File: config.mk
export PLATFORM = sky130hd
export DESIGN_NAME = ibex_xif_csr_stim_engine_flat
export DESIGN_NICKNAME = d
export VERILOG_FILES = /design/src/rtl/ibex_xif_csr_stim_engine_if.sv /design/src/rtl/ibex_xif_csr_stim_engine.sv /design/src/flat_wrapper.sv
export SDC_FILE = /design/constraint.sdc
export NUM_CORES = 1
export LEC_CHECK = 0
export BUFFER_PORTS_ARGS = -buffer_cell sky130_fd_sc_hd__buf_2
export CORE_UTILIZATION = 40
export CTS_CLUSTER_DIAMETER = 60
export CTS_CLUSTER_SIZE = 24
export DETAILED_ROUTE_END_ITERATION = 8
export PLACE_DENSITY = 0.53
export SETUP_SLACK_MARGIN = 0.5
export SYNTH_ARGS = -nofsm -noshare
export SYNTH_HDL_FRONTEND = slang
export SYNTH_SLANG_ARGS = --single-unit
export TNS_END_PERCENT = 30
File: constraint.sdc
create_clock -name clk_i -period 8.5 [get_ports clk_i]
set_clock_uncertainty 0.15 [all_clocks]
set_input_delay 0.85 -clock clk_i [delete_from_list [all_inputs] [get_ports clk_i]]
set_output_delay 0.85 -clock clk_i [all_outputs]
set_load 0.02 [all_outputs]
File: src/rtl/ibex_xif_csr_stim_engine_if.sv
// rtl/ibex_xif_csr_stim_engine_if.sv - CSR access bus between the stimulus engine and ibex_xif_cs_registers
interface ibex_xif_csr_stim_engine_if #(
   parameter int DataWidth = 32,
   parameter int AddrWidth = 12
);
   logic                 csr_access;
   logic                 csr_op_en;
   logic [1:0]           csr_op;
   logic [AddrWidth-1:0] csr_addr;
   logic [DataWidth-1:0] csr_wdata;
   logic [DataWidth-1:0] csr_rdata;
   logic                 illegal_csr_insn;

   modport master (
      output csr_access, csr_op_en, csr_op, csr_addr, csr_wdata,
      input  csr_rdata, illegal_csr_insn
   );

   modport slave (
      input  csr_access, csr_op_en, csr_op, csr_addr, csr_wdata,
      output csr_rdata, illegal_csr_insn
   );
endinterface

File: src/rtl/ibex_xif_csr_stim_engine.sv
// rtl/ibex_xif_csr_stim_engine.sv - multi-channel CSR stimulus and response-checking engine
// Per-channel FIFOs, round-robin issue of one CSR access per cycle, registered check of each response.
module ibex_xif_csr_stim_engine #(
   parameter int  NumChan   = 2,
   parameter int  Depth     = 4,
   parameter int  DataWidth = 32,
   parameter int  AddrWidth = 12,
   parameter int  CntWidth  = 16,
   localparam int ChanW     = (NumChan > 1) ? $clog2(NumChan) : 1
) (
   input  logic                         clk_i,
   input  logic                         rst_ni,
   input  logic [NumChan-1:0]           req_valid_i,
   output logic [NumChan-1:0]           req_ready_o,
   input  logic [NumChan*2-1:0]         req_op_i,
   input  logic [NumChan*AddrWidth-1:0] req_addr_i,
   input  logic [NumChan*DataWidth-1:0] req_wdata_i,
   input  logic [NumChan*DataWidth-1:0] req_exp_rdata_i,
   input  logic [NumChan*DataWidth-1:0] req_exp_mask_i,
   input  logic [NumChan-1:0]           req_exp_illegal_i,
   ibex_xif_csr_stim_engine_if.master   csr,
   output logic                         rsp_valid_o,
   output logic [ChanW-1:0]             rsp_chan_o,
   output logic [DataWidth-1:0]         rsp_rdata_o,
   output logic                         rsp_illegal_o,
   output logic                         rsp_mismatch_o,
   input  logic                         drain_i,
   output logic [CntWidth-1:0]          op_cnt_o,
   output logic [CntWidth-1:0]          err_cnt_o,
   output logic                         done_o,
   output logic                         test_passed_o
);
   localparam int PtrW = (Depth > 1) ? $clog2(Depth) : 1;

   typedef struct packed {
      logic [1:0]           op;
      logic [AddrWidth-1:0] addr;
      logic [DataWidth-1:0] wdata;
      logic [DataWidth-1:0] exp_rdata;
      logic [DataWidth-1:0] exp_mask;
      logic                 exp_illegal;
   } entry_t;

   entry_t             mem      [NumChan][Depth];
   entry_t             in_entry [NumChan];
   logic [PtrW-1:0]    wr_ptr   [NumChan];
   logic [PtrW-1:0]    rd_ptr   [NumChan];
   logic [PtrW:0]      count    [NumChan];
   logic [NumChan-1:0] empty, full, push, pop;

   logic [ChanW-1:0]   rr_ptr, gnt_chan, cand;
   logic               gnt_valid;
   entry_t             gnt_entry;

   logic               s1_valid;
   logic [ChanW-1:0]   s1_chan;
   logic [DataWidth-1:0] s1_exp_rdata, s1_exp_mask;
   logic               s1_exp_illegal;
   logic               mismatch;

   always_comb begin
      for (int c = 0; c < NumChan; c++) begin
         in_entry[c].op          = req_op_i[c*2 +: 2];
         in_entry[c].addr        = req_addr_i[c*AddrWidth +: AddrWidth];
         in_entry[c].wdata       = req_wdata_i[c*DataWidth +: DataWidth];
         in_entry[c].exp_rdata   = req_exp_rdata_i[c*DataWidth +: DataWidth];
         in_entry[c].exp_mask    = req_exp_mask_i[c*DataWidth +: DataWidth];
         in_entry[c].exp_illegal = req_exp_illegal_i[c];
         empty[c] = (count[c] == '0);
         full[c]  = (count[c] == (PtrW+1)'(Depth));
         // full is registered, so a same-cycle pop never makes room for this push
         push[c]  = req_valid_i[c] && !full[c];
      end
   end

   assign req_ready_o = ~full;

   always_comb begin
      gnt_valid = 1'b0;
      gnt_chan  = '0;
      cand      = '0;
      pop       = '0;
      for (int i = 0; i < NumChan; i++) begin
         cand = ChanW'((int'(rr_ptr) + i) % NumChan);
         if (!gnt_valid && !empty[cand]) begin
            gnt_valid = 1'b1;
            gnt_chan  = cand;
         end
      end
      for (int c = 0; c < NumChan; c++) begin
         pop[c] = gnt_valid && (gnt_chan == ChanW'(c));
      end
      gnt_entry = mem[gnt_chan][rd_ptr[gnt_chan]];
   end

   always_ff @(posedge clk_i) begin
      for (int c = 0; c < NumChan; c++) begin
         if (push[c]) mem[c][wr_ptr[c]] <= in_entry[c];
      end
   end

   always_ff @(posedge clk_i or negedge rst_ni) begin
      if (!rst_ni) begin
         for (int c = 0; c < NumChan; c++) begin
            wr_ptr[c] <= '0;
            rd_ptr[c] <= '0;
            count[c]  <= '0;
         end
      end else begin
         for (int c = 0; c < NumChan; c++) begin
            if (push[c]) wr_ptr[c] <= wr_ptr[c] + 1'b1;
            if (pop[c])  rd_ptr[c] <= rd_ptr[c] + 1'b1;
            if (push[c] != pop[c]) count[c] <= push[c] ? count[c] + 1'b1 : count[c] - 1'b1;
         end
      end
   end

   assign mismatch = (((csr.csr_rdata ^ s1_exp_rdata) & s1_exp_mask) != '0) ||
                     (csr.illegal_csr_insn != s1_exp_illegal);

   always_ff @(posedge clk_i or negedge rst_ni) begin
      if (!rst_ni) begin
         rr_ptr         <= '0;
         s1_valid       <= 1'b0;
         s1_chan        <= '0;
         s1_exp_rdata   <= '0;
         s1_exp_mask    <= '0;
         s1_exp_illegal <= 1'b0;
         csr.csr_access <= 1'b0;
         csr.csr_op_en  <= 1'b0;
         csr.csr_op     <= '0;
         csr.csr_addr   <= '0;
         csr.csr_wdata  <= '0;
         rsp_valid_o    <= 1'b0;
         rsp_chan_o     <= '0;
         rsp_rdata_o    <= '0;
         rsp_illegal_o  <= 1'b0;
         rsp_mismatch_o <= 1'b0;
         op_cnt_o       <= '0;
         err_cnt_o      <= '0;
         done_o         <= 1'b0;
      end else begin
         s1_valid       <= gnt_valid;
         csr.csr_access <= gnt_valid;
         csr.csr_op_en  <= gnt_valid;
         if (gnt_valid) begin
            rr_ptr         <= (gnt_chan == ChanW'(NumChan - 1)) ? '0 : gnt_chan + 1'b1;
            s1_chan        <= gnt_chan;
            s1_exp_rdata   <= gnt_entry.exp_rdata;
            s1_exp_mask    <= gnt_entry.exp_mask;
            s1_exp_illegal <= gnt_entry.exp_illegal;
            csr.csr_op     <= gnt_entry.op;
            csr.csr_addr   <= gnt_entry.addr;
            csr.csr_wdata  <= gnt_entry.wdata;
            if (op_cnt_o != '1) op_cnt_o <= op_cnt_o + 1'b1;
         end
         rsp_valid_o <= s1_valid;
         if (s1_valid) begin
            rsp_chan_o     <= s1_chan;
            rsp_rdata_o    <= csr.csr_rdata;
            rsp_illegal_o  <= csr.illegal_csr_insn;
            rsp_mismatch_o <= mismatch;
            if (mismatch && err_cnt_o != '1) err_cnt_o <= err_cnt_o + 1'b1;
         end
         // An empty S1 now means S2 is empty after this edge, so done lands right after the last response
         if (drain_i && (&empty) && !(|push) && !s1_valid) done_o <= 1'b1;
      end
   end

   assign test_passed_o = done_o && (err_cnt_o == '0);
endmodule

File: src/flat_wrapper.sv
// flat-port wrapper written by rule: the top's interface ports become plain ports
module ibex_xif_csr_stim_engine_flat 
#(
   parameter int  NumChan   = 2,
   parameter int  Depth     = 4,
   parameter int  DataWidth = 32,
   parameter int  AddrWidth = 12,
   parameter int  CntWidth  = 16,
   localparam int ChanW     = (NumChan > 1) ? $clog2(NumChan) : 1
)
  (clk_i, rst_ni, req_valid_i, req_ready_o, req_op_i, req_addr_i, req_wdata_i, req_exp_rdata_i, req_exp_mask_i, req_exp_illegal_i, rsp_valid_o, rsp_chan_o, rsp_rdata_o, rsp_illegal_o, rsp_mismatch_o, drain_i, op_cnt_o, err_cnt_o, done_o, test_passed_o, csr_csr_access, csr_csr_op_en, csr_csr_op, csr_csr_addr, csr_csr_wdata, csr_csr_rdata, csr_illegal_csr_insn);
  ibex_xif_csr_stim_engine_if #(.DataWidth(DataWidth), .AddrWidth(AddrWidth)) csr_i ();
  input  logic clk_i;
  input  logic rst_ni;
  input  logic [NumChan-1:0] req_valid_i;
  output logic [NumChan-1:0] req_ready_o;
  input  logic [NumChan*2-1:0] req_op_i;
  input  logic [NumChan*AddrWidth-1:0] req_addr_i;
  input  logic [NumChan*DataWidth-1:0] req_wdata_i;
  input  logic [NumChan*DataWidth-1:0] req_exp_rdata_i;
  input  logic [NumChan*DataWidth-1:0] req_exp_mask_i;
  input  logic [NumChan-1:0] req_exp_illegal_i;
  output logic rsp_valid_o;
  output logic [ChanW-1:0] rsp_chan_o;
  output logic [DataWidth-1:0] rsp_rdata_o;
  output logic rsp_illegal_o;
  output logic rsp_mismatch_o;
  input  logic drain_i;
  output logic [CntWidth-1:0] op_cnt_o;
  output logic [CntWidth-1:0] err_cnt_o;
  output logic done_o;
  output logic test_passed_o;
  output wire logic [$bits(csr_i.csr_access)-1:0] csr_csr_access;
  output wire logic [$bits(csr_i.csr_op_en)-1:0] csr_csr_op_en;
  output wire logic [$bits(csr_i.csr_op)-1:0] csr_csr_op;
  output wire logic [$bits(csr_i.csr_addr)-1:0] csr_csr_addr;
  output wire logic [$bits(csr_i.csr_wdata)-1:0] csr_csr_wdata;
  input wire logic [$bits(csr_i.csr_rdata)-1:0] csr_csr_rdata;
  input wire logic [$bits(csr_i.illegal_csr_insn)-1:0] csr_illegal_csr_insn;
  assign csr_csr_access = csr_i.csr_access;
  assign csr_csr_op_en = csr_i.csr_op_en;
  assign csr_csr_op = csr_i.csr_op;
  assign csr_csr_addr = csr_i.csr_addr;
  assign csr_csr_wdata = csr_i.csr_wdata;
  assign csr_i.csr_rdata = csr_csr_rdata;
  assign csr_i.illegal_csr_insn = csr_illegal_csr_insn;
  ibex_xif_csr_stim_engine #(.NumChan(NumChan), .Depth(Depth), .DataWidth(DataWidth), .AddrWidth(AddrWidth), .CntWidth(CntWidth)) u_core (.clk_i(clk_i), .rst_ni(rst_ni), .req_valid_i(req_valid_i), .req_ready_o(req_ready_o), .req_op_i(req_op_i), .req_addr_i(req_addr_i), .req_wdata_i(req_wdata_i), .req_exp_rdata_i(req_exp_rdata_i), .req_exp_mask_i(req_exp_mask_i), .req_exp_illegal_i(req_exp_illegal_i), .csr(csr_i), .rsp_valid_o(rsp_valid_o), .rsp_chan_o(rsp_chan_o), .rsp_rdata_o(rsp_rdata_o), .rsp_illegal_o(rsp_illegal_o), .rsp_mismatch_o(rsp_mismatch_o), .drain_i(drain_i), .op_cnt_o(op_cnt_o), .err_cnt_o(err_cnt_o), .done_o(done_o), .test_passed_o(test_passed_o));
endmodule
Yosys cells after proc, flatten, opt, wreduce, memory -nomap -nowiden
Memory sizes are Yosys's and may differ from the RTL's.
Index checks and enable logic that the tools add are counted.
{"block": "word_totals", "output_inout_bits": 120, "mem_bits_rw": 888, "memories": 1, "in_bits": 260, "reg_bits": 197, "word_cells": 110}
{"block": "op_classes", "addsub": 12, "n_bitwise": 8, "n_mux": 25, "n_reduce_logical": 26, "n_eq_ne": 7, "order_cmp": 8}
{"memory": "u_core.mem", "depth": 2, "width": 444, "rd": 1, "rd_clocked_by_memory_dff": 0, "write_ports": 2, "line": "ibex_xif_csr_stim_engine.sv:44", "text": "entry_t mem [NumChan][Depth];"}
{"cell": "$mux W444", "n": 2}
{"cell": "$demux W111 S2", "n": 2}
{"cell": "$mux W111", "n": 4}
{"cell": "$bmux W111 S2", "n": 1}
{"cell": "$add A16 B1 Y16 const B", "n": 2}
{"cell": "$and A32 B32 Y32", "n": 1}
{"cell": "$ne A16 B16 Y1 const B", "n": 2}
{"cell": "$reduce_bool A32 Y1", "n": 1}
{"cell": "$xor A32 B32 Y32", "n": 1}
{"cell": "$logic_not A16 Y1", "n": 1}
{"cell": "$logic_and A1 B1 Y1", "n": 12}
{"cell": "$mux W1", "n": 11}
{"cell": "$ge A3 B3 Y1 const B", "n": 3}
{"cell": "$not A2 Y3", "n": 3}
{"cell": "$add A2 B1 Y2 const B", "n": 4}
{"cell": "$add A3 B1 Y3 const B", "n": 2}
{"cell": "$eq A3 B3 Y1 const B", "n": 2}
{"cell": "$logic_not A3 Y1", "n": 2}
{"cell": "$lt A3 B1 Y1 const B", "n": 2}
{"cell": "$mux W2", "n": 3}
{"cell": "$mux W3", "n": 2}
{"cell": "$reduce_and A2 Y1", "n": 3}
{"cell": "$sub A3 B1 Y3 const B", "n": 2}
{"cell": "$logic_not A1 Y1", "n": 5}
{"cell": "9 further kinds", "n": 13}

Longest topological paths before layout
Gate-level depths: netlist of run 1.
{"block": "depth", "ltp_word": 14, "depth_mapped": 9, "ltp_nobuf": 8}

Least setup slack after synthesis of run 1
OpenSTA, ideal clock, no wires.
{"block": "synth_timing", "path_kind": "in2reg", "start": "input req_valid_i[1]", "end": "memory u_core.mem[1][222] in the netlist's numbering, enable pin", "setup_ns": 0.484, "slack_ns": 4.403, "path_buffers": 0, "t_arrival_ns": 3.464, "required_time_ns": 7.866, "path_stages": 1, "path_cell_list": "and3_1"}
{"item": "start: declaration", "line": "flat_wrapper.sv:15", "text": "input logic [NumChan-1:0] req_valid_i;"}
{"item": "end: declaration", "line": "ibex_xif_csr_stim_engine.sv:44"}

Final worst setup path of run 1
{"block": "layout_timing", "start": "register u_core.count[0] in the netlist's numbering", "end": "register u_core.s1_exp_mask[31]"}
{"block": "layout_via", "elab_chain_len": 14, "elab_cells_between_ends": 20, "classes_between": "14 x mux; 2 x bitwise; 3 x reduce/logical; 1 x memory"}
{"item": "start: declaration", "line": "ibex_xif_csr_stim_engine.sv:48", "text": "logic [PtrW:0] count [NumChan];"}
{"item": "start signal: indexed assignment", "line": "ibex_xif_csr_stim_engine.sv:113", "text": "if (push[c] != pop[c]) count[c] <= push[c] ? count[c] + 1'b1 : count[c] - 1'b1;"}
{"item": "$logic_not A3 Y1 (*)", "line": "ibex_xif_csr_stim_engine.sv:69", "text": "empty[c] = (count[c] == '0);"}
{"item": "$mux W1 (implied by the code) (2 in series)", "line": "ibex_xif_csr_stim_engine.sv:85", "text": "if (!gnt_valid && !empty[cand]) begin"}
{"item": "$logic_not A1 Y1", "line": "ibex_xif_csr_stim_engine.sv:85"}
{"item": "$logic_and A1 B1 Y1", "line": "ibex_xif_csr_stim_engine.sv:85"}
{"item": "$mux W1", "line": "ibex_xif_csr_stim_engine.sv:85"}
{"item": "$not A1 Y2 (implied by the code)", "line": "ibex_xif_csr_stim_engine.sv:93", "text": "gnt_entry = mem[gnt_chan][rd_ptr[gnt_chan]];"}
{"item": "$mux W2 (implied by the code) (3 in series)", "line": "ibex_xif_csr_stim_engine.sv:93"}
{"item": "$not A2 Y3 (implied by the code)", "line": "ibex_xif_csr_stim_engine.sv:93"}
{"item": "$bmux W111 S2", "line": "ibex_xif_csr_stim_engine.sv:93"}
{"item": "$mux W111 (implied by the code) (2 in series)", "line": "ibex_xif_csr_stim_engine.sv:93"}
{"item": "end signal: assignment", "line": "ibex_xif_csr_stim_engine.sv:150", "text": "s1_exp_mask <= gnt_entry.exp_mask;"}
{"item": "end: declaration", "line": "ibex_xif_csr_stim_engine.sv:57", "text": "logic [DataWidth-1:0] s1_exp_rdata, s1_exp_mask;"}
Mark *: on every way between the ends. The rest lies on a longest branch, timed or not. The select of a mux whose other input is x is not followed.
A chain may end at the register's enable or synchronous reset.

==> summary.md, run 1 <==
| Metric | Value |
|---|---|
| Max Cap Viol | 0 |
| Final #Nets | 3,363 |
| GP Congestion | a little under 0.8 |
| CTS Hold Bufs | 0 |
| Drc violations | 0 |
| Peak supply drop | roughly 0.0003 V |
| Core Footprint | roughly 110,000 sq um |
| Die width | 328 microns |
| Max-slew violation count | 0 |
| Final setup fails | 0 |
| Routed Antenna Nets | 0 |
| Library cells used by synthesis | 47 |
| Drt initial violations | 1,484 |
| Syn Area/Cell | approximately 16 sq um |
| Postcts setup bufs | 0 |
| Crit-path max FO | 92 |
| Post-synthesis sequential area ratio | between 70% and 80% |
| RR Startpoint | u_core.count[0] |
| Area growth syn-to-layout | 15.7% |
| Later-pin clock latency in the skew report | 0.69 ns |
| Gr ovfl total | 0 |
| Final core occ | 46.6% |
| Number of antenna violations at the first check in global routing | 58 |
| Clock slew at reported path FFs | around 0.08 ns |
| Worst slew margin | a little under a fifth |
| Actual slew at the worst max-slew pin | around 1.2 ns |
| Clk root buf | clkbuf_16 |
| Area occupied by multi-input gates | roughly 10,000 sq um |
| RSZ-0062 raised after global routing | false |
| CTS Buf Count | a little over 90 |
| Vias in the first global route | 24,800 |
| R2R depth | 8 |
| Buffers on Ports | roughly 380 |
| Status | completed |
| Most common cell after layout, fill and taps aside | edfxtp_1 |
| Detailed Place HPWL | 67.8 mm |
| Worst EP required | around 9 ns |
| Syn Nets | 3,002 |
| Primary FF master, synth | edfxtp_1 |
| CP Class | flip-flop to flip-flop |
| Setup crit end kind | flip-flop |
| Synth async-reset ratio | 18.2% |
| Syn. warnings | 0 |
| Startpoint types | flip-flop |
| Number of flops mapped to enable cells by yosys | ~890 |
| Avg WL per Cell | ~25 microns |
| Commonest cells after routing, fill and taps aside | 888 x edfxtp_1, 581 x nand2_1, 444 x mux2i_1 |
| Crit path DAT | 4.66 ns |
| Largest net degree at the start of global routing | between 150 and 200 |
| Syn Inst Count | roughly 2,700 |
| Pre-Repair DR Iteration Count | 7 |
| Vias | 24,100 |
| Post-synthesis cell area | approximately 42,000 sq um |
| CTS tree | built |
| Max H-tree Level | 3 |
| # resized after CTS | 0 |
| Clock Tree Buf Depth | 3 |
| TritonCTS Sinks | 1,085 |
| Layout cells sized above 1 | 20.2% |
| First-pass GRT wire length | 166 mm |
| Vias/cell | 5.28 |
| Worst R2R Setup Slack | 4.24 ns |
| Endpoints failing hold | 0 |
| Tmin final | 4.26 ns |
| Worst min path class | input pin to asynchronous set/reset pin |
| R2r endpoint | u_core.s1_exp_mask[31] |
| Power per cell area | 374 nW/um^2 |
| Starting density of the core | 40.3% |
| Setup TNS after final layout | 0 ns |
| Crit share post-route | 50.1% |
| #FFs+latches synth | 1,085 |
| Final total power | 18,400 uW |
| # rows | 119 |
| Global-route usage over all layers | 21.2% |
| Die span in y | 328 microns |
| Detailed-route wire length | about 110 mm |
| Register area | 31,600 sq um |
| Fillers | between 9,000 and 10,000 |
| Ports | 380 |
| Fmax | 235 MHz |
| Die ar. | roughly 110,000 sq um |
| Leak | 0.0191 uW |
-- cell usage after synthesis, drive strengths merged, types with 2 or more instances --
master,instances,area share (%)
a21oi,2,0.050
a22oi,14,0.25
a32oi,111,2.3
and2,5,0.074
and3,16,0.24
buf,84,1.0
clkbuf,61,0.54
dfrtp,197,12
edfxtp,888,63
fa,2,0.094
ha,11,0.32
inv,13,0.11
mux2,38,1.0
mux2i,444,10
nand2,581,5.1
nand3,130,1.5
nand4,11,0.16
nor2,17,0.17
nor3,8,0.14
nor4,4,0.059
o21ai,5,0.068
o22ai,2,0.044
xnor2,28,0.58
xor2,46,0.95
-- through the flow --
step	instance area [sq um]	hold WS (ns)	instances	setup WS, ns
3_5_place_dp	45800	0.324	4388	4.10
2_1_floorplan	42400	0.291	2729	4.40
6_report	49100	0.110	4570	4.24
5_1_grt	49100	0.161	4564	3.94
4_1_cts	49100	0.127	4560	4.18
3_3_place_gp	45800	0.321	4388	4.16
-- state kept, by name, indices dropped and copies added (netlist names), 12 cells and up --
name and count:
u_core.csr.csr_addr 12, u_core.csr.csr_wdata 32, u_core.err_cnt_o 16, u_core.mem 888, u_core.op_cnt_o 16, u_core.rsp_rdata_o 32
u_core.s1_exp_mask 32, u_core.s1_exp_rdata 32
-- cell families (layout without fill, tap and decap cells) --
logic type | after synthesis | count (layout) | share of synthesized area, %
compound gates | 141 | 141 | 2.86
buf+inv | 158 | 598 | 1.66
mux | 482 | 482 | 11.5
flops | 1085 | 1085 | 74.5
simple gates | 776 | 776 | 7.60
xor+xnor | 74 | 74 | 1.53
fa+ha+maj | 13 | 13 | 0.419
other cells | 0 | 10 | 0
-- power breakdown --
group	internal (uW)	total (uW)	leakage (uW)	switching (uW)
registers	7120	7870	0.0105	746
clock network	2280	4480	0.00157	2200
logic	2010	6020	0.00700	4010
total	11400	18400	0.0191	6950
-- worst max path at each step --
stage	depth (start not counted)	start	end
floorplan	1	req_valid_i[1]	u_core.mem[1][222]
global placement	8	csr_csr_rdata[3]	u_core.err_cnt_o[1]
detailed placement	8	csr_csr_rdata[3]	u_core.err_cnt_o[1]
CTS	8	u_core.count[0]	u_core.s1_exp_mask[31]
global route	8	u_core.count[0]	u_core.s1_exp_rdata[4]
finish	8	u_core.count[0]	u_core.s1_exp_mask[31]
-- worst max-delay path, stage by stage (launching register included) --
cell and delay [ns]:
dfrtp_1 0.45, or3_4 0.45, o21ai_4 0.09, buf_4 0.64, buf_4 0.95, buf_4 0.84
nand2_1 0.12, a32oi_1 0.25, nand2_1 0.09
-- layout make-up --
cell class                 count  area share, %
inverter                      13         0.0994
sequential                  1085           64.4
antenna                       10         0.0510
multi-input combinational   1486           20.8
tap                         1391           3.55
timing repair buffer         413           4.46
clock inverter                70           1.78
clock buffer                 102           4.87
-- routing by layer --
layer	share of wire [%]	global-route usage, %	routed length (microns)	up-vias
li1	-	-	-	10900
met1	41	26.6	47000	12300
met2	49	36.3	56400	641
met3	6.8	5.59	7730	228
met4	2.4	5.91	2690	60
met5	0.32	0	370	-
Note: power is estimated with default switching activity, not from simulation.
==> run 2, diff against run 1 <==
==> constraint.sdc (replaced) <==
create_clock -name clk_i -period 4.4 [get_ports clk_i]
set_clock_uncertainty 0.15 [all_clocks]
set_input_delay 0.44 -clock clk_i [delete_from_list [all_inputs] [get_ports clk_i]]
set_output_delay 0.44 -clock clk_i [all_outputs]
set_load 0.02 [all_outputs]
==> run 2 against run 1 <==
  * Register-to-register slack worse by 3.1 ns
  * Sequential cell count stayed put
  * Total power is 98% higher
  * Global-route usage is 0.26 points higher
  * Worst hold slack worse by 0.013 ns
  * Combinational power is 100% higher
  * Critical path depth is 1 higher
  * Clock power is 99% higher
  * Sequential power is 92% higher
  * Critical path type is now input pin to flip-flop
  * Largest cell class unchanged
==> summary.md, run 2 (synthesis gave the netlist of run 1 again) <==
| Metric | Value |
|---|---|
| Final setup fails | 0 |
| CTS Buf Count | 98 |
| Max H-tree Level | 3 |
| Net Sw Frac | 37.6% |
| Max reg flops | 888 |
| Avg WL per Cell | 24.0 microns |
| Global-route usage over all layers | 21.5% |
| Reg power frac | 41.7% |
| Vias/cell | just over 5 |
| Critical path's top delay family | simple AND/OR/NAND/NOR gates |
| Ports | 380 |
| Tmin final | 3.31 ns |
| CTS tree | built |
| Vias in the first global route | around 26,000 |
| Die width | 328 microns |
| Routed Antenna Nets | 0 |
| Fmax | ~300 MHz |
| Critical path's slowest cell | dlygate4sd3_1 |
| CP Class | input pin to flip-flop |
| Area growth syn-to-layout | 23.1% |
| GP Congestion | 0.783 |
| Gr ovfl total | 0 |
| Power per cell area | 696 nW/um^2 |
| Most common cell after layout, fill and taps aside | edfxtp_1 |
| Buffers on Ports | between 300 and 400 |
| # rows | 119 |
| Detailed-route wire length | 116 mm |
| Startpoint types | input pin |
| Layout cells sized above 1 | between 10% and 20% |
| First-pass GRT wire length | ~170 mm |
| Hold Slack | 0.0966 ns |
| Later-pin clock latency in the skew report | ~0.67 ns |
| Core Footprint | 105,000 sq um |
| Drc violations | 0 |
| Vias | 25,200 |
| Clock Tree Buf Depth | 3 |
| Crit-path max cell delay | 0.53 ns |
| Pre-Repair DR Iteration Count | 5 |
| Critical Path Start | csr_csr_rdata[23] |
| Largest net degree at the start of global routing | 123 |
| Worst min path class | input pin to flip-flop |
| Crit path DAT | around 3.7 ns |
| Cell count along the critical path | 9 |
| Worst R2R Setup Slack | approximately 1.1 ns |
| Setup TNS after final layout | 0 ns |
| Switching power | 13,700 uW |
| Leak | 0.0204 uW |
| # resized after CTS | 0 |
| Clk root buf | clkbuf_16 |
| Postcts setup bufs | 0 |
| Setup crit end kind | flip-flop |
| Die span in y | 328 microns |
| CP cell instances | dlygate4sd3_1 > buf_2 > xor2_1 > a22oi_1 > nand3_1 > nor4_1 > nand2_1 > nand2_1 > mux2_2 |
| R2r endpoint | u_core.err_cnt_o[1] |
| Drt initial violations | roughly 1,600 |
| RSZ-0062 raised after global routing | false |
| Die ar. | 107,000 sq um |
| Commonest cells after routing, fill and taps aside | 888 x edfxtp_1, 581 x nand2_1, 444 x mux2i_1 |
| Clock power share | 24.6% |
| Detailed Place HPWL | ~68 mm |
| Actual slew at the worst max-slew pin | 1.06 ns |
| Critical path endpoint | u_core.err_cnt_o[1] |
| Number of antenna violations at the first check in global routing | 24 |
| Status | completed |
| Worst slew margin | between 20% and 30% |
| Worst EP required | between 4 and 5 ns |
| Most frequent CP cell | nand2_1 |
| Max Cap Viol | 0 |
| Placed Area | 46,200 sq um |
| Peak supply drop | 0.000749 V |
| Clock slew at reported path FFs | 0.07 ns |
| Starting density of the core | between 40% and 50% |
| Post-route cell area | 52,200 sq um |
| Combinational Power Share | between 30% and 40% |
| Buf/Inv on CP | 2 |
| TritonCTS Sinks | 1,085 |
| Final #Nets | about 3,600 |
| Crit-path max FO | 15 |
| Max-slew violation count | 0 |
| R2R depth | 7 |
| Endpoints failing hold | 0 |
| Int Power | 22,700 uW |
| RR Startpoint | u_core.s1_exp_rdata[23] |
| Crit share post-route | 75.1% |
==> run 2: repair_timing <==
action,CTS,global route
hold buffers,257,0
endpoints found under the hold margin,998,0
endpoints found under the setup margin,0,0
==> run 2: tightest hold or removal path, stage by stage <==
cell and delay, ns:
buf_2 0.16, nor2_1 0.11, a41o_1 0.17
==> run 2: final cells by class <==
type	instances	area [sq um]
fillers	8964	53000
flip-flops and latches	1085	31600
multi-input cells	1486	10200
repair buffers	686	5190
clock buffers	110	2590
well taps	1391	1740
clock inverters	73	836
inverters	13	48.8
diodes	6	15.0
==> run 2: power by group through the flow <==
stage / combinational [uW] / sequential (uW) / clock, uW
2_1_floorplan: 7850 / 15100 / 0
3_3_place_gp: 12100 / 15300 / 0
3_5_place_dp: 12300 / 15400 / 0
4_1_cts: 12500 / 15200 / 9140
5_1_grt: 13400 / 15300 / 9490
6_report: 12300 / 15100 / 8920
==> run 2: layer usage <==
| layer | vias up | track usage [%] | share of wire [%] |
|---|---|---|---|
| met1 | 12900 | 27.9 | 42 |
| met4 | 26 | 5.09 | 2.1 |
| met5 | - | 0 | 0.14 |
| li1 | 11500 | - | - |
| met2 | 637 | 37.3 | 50 |
| met3 | 192 | 3.85 | 4.9 |
==> run 2: worst min-delay path by stage <==
stage,start,end,slack (ns),depth (start not counted)
after floorplan,rst_ni,u_core.count[0],-0.006,0
after global placement,u_core.csr.csr_wdata[17],u_core.csr.csr_wdata[17],0.32,2
after detailed placement,u_core.s1_chan,u_core.s1_chan,0.32,2
after CTS,req_valid_i[1],u_core.done_o,0.05,3
after global routing,req_valid_i[1],u_core.done_o,0.08,3
final,req_valid_i[1],u_core.done_o,0.1,3
==> run 2: stage by stage <==
stage	std cells	power [uW]	util, %	worst slack (ns)
6_report	4850	36300	49.6	1.09
5_1_grt	4849	38200	49.6	0.941
4_1_cts	4844	36800	49.6	1.07
3_5_place_dp	4404	27600	43.9	0.916
3_3_place_gp	4404	27400	43.9	0.982
2_1_floorplan	2729	23000	-	0.408
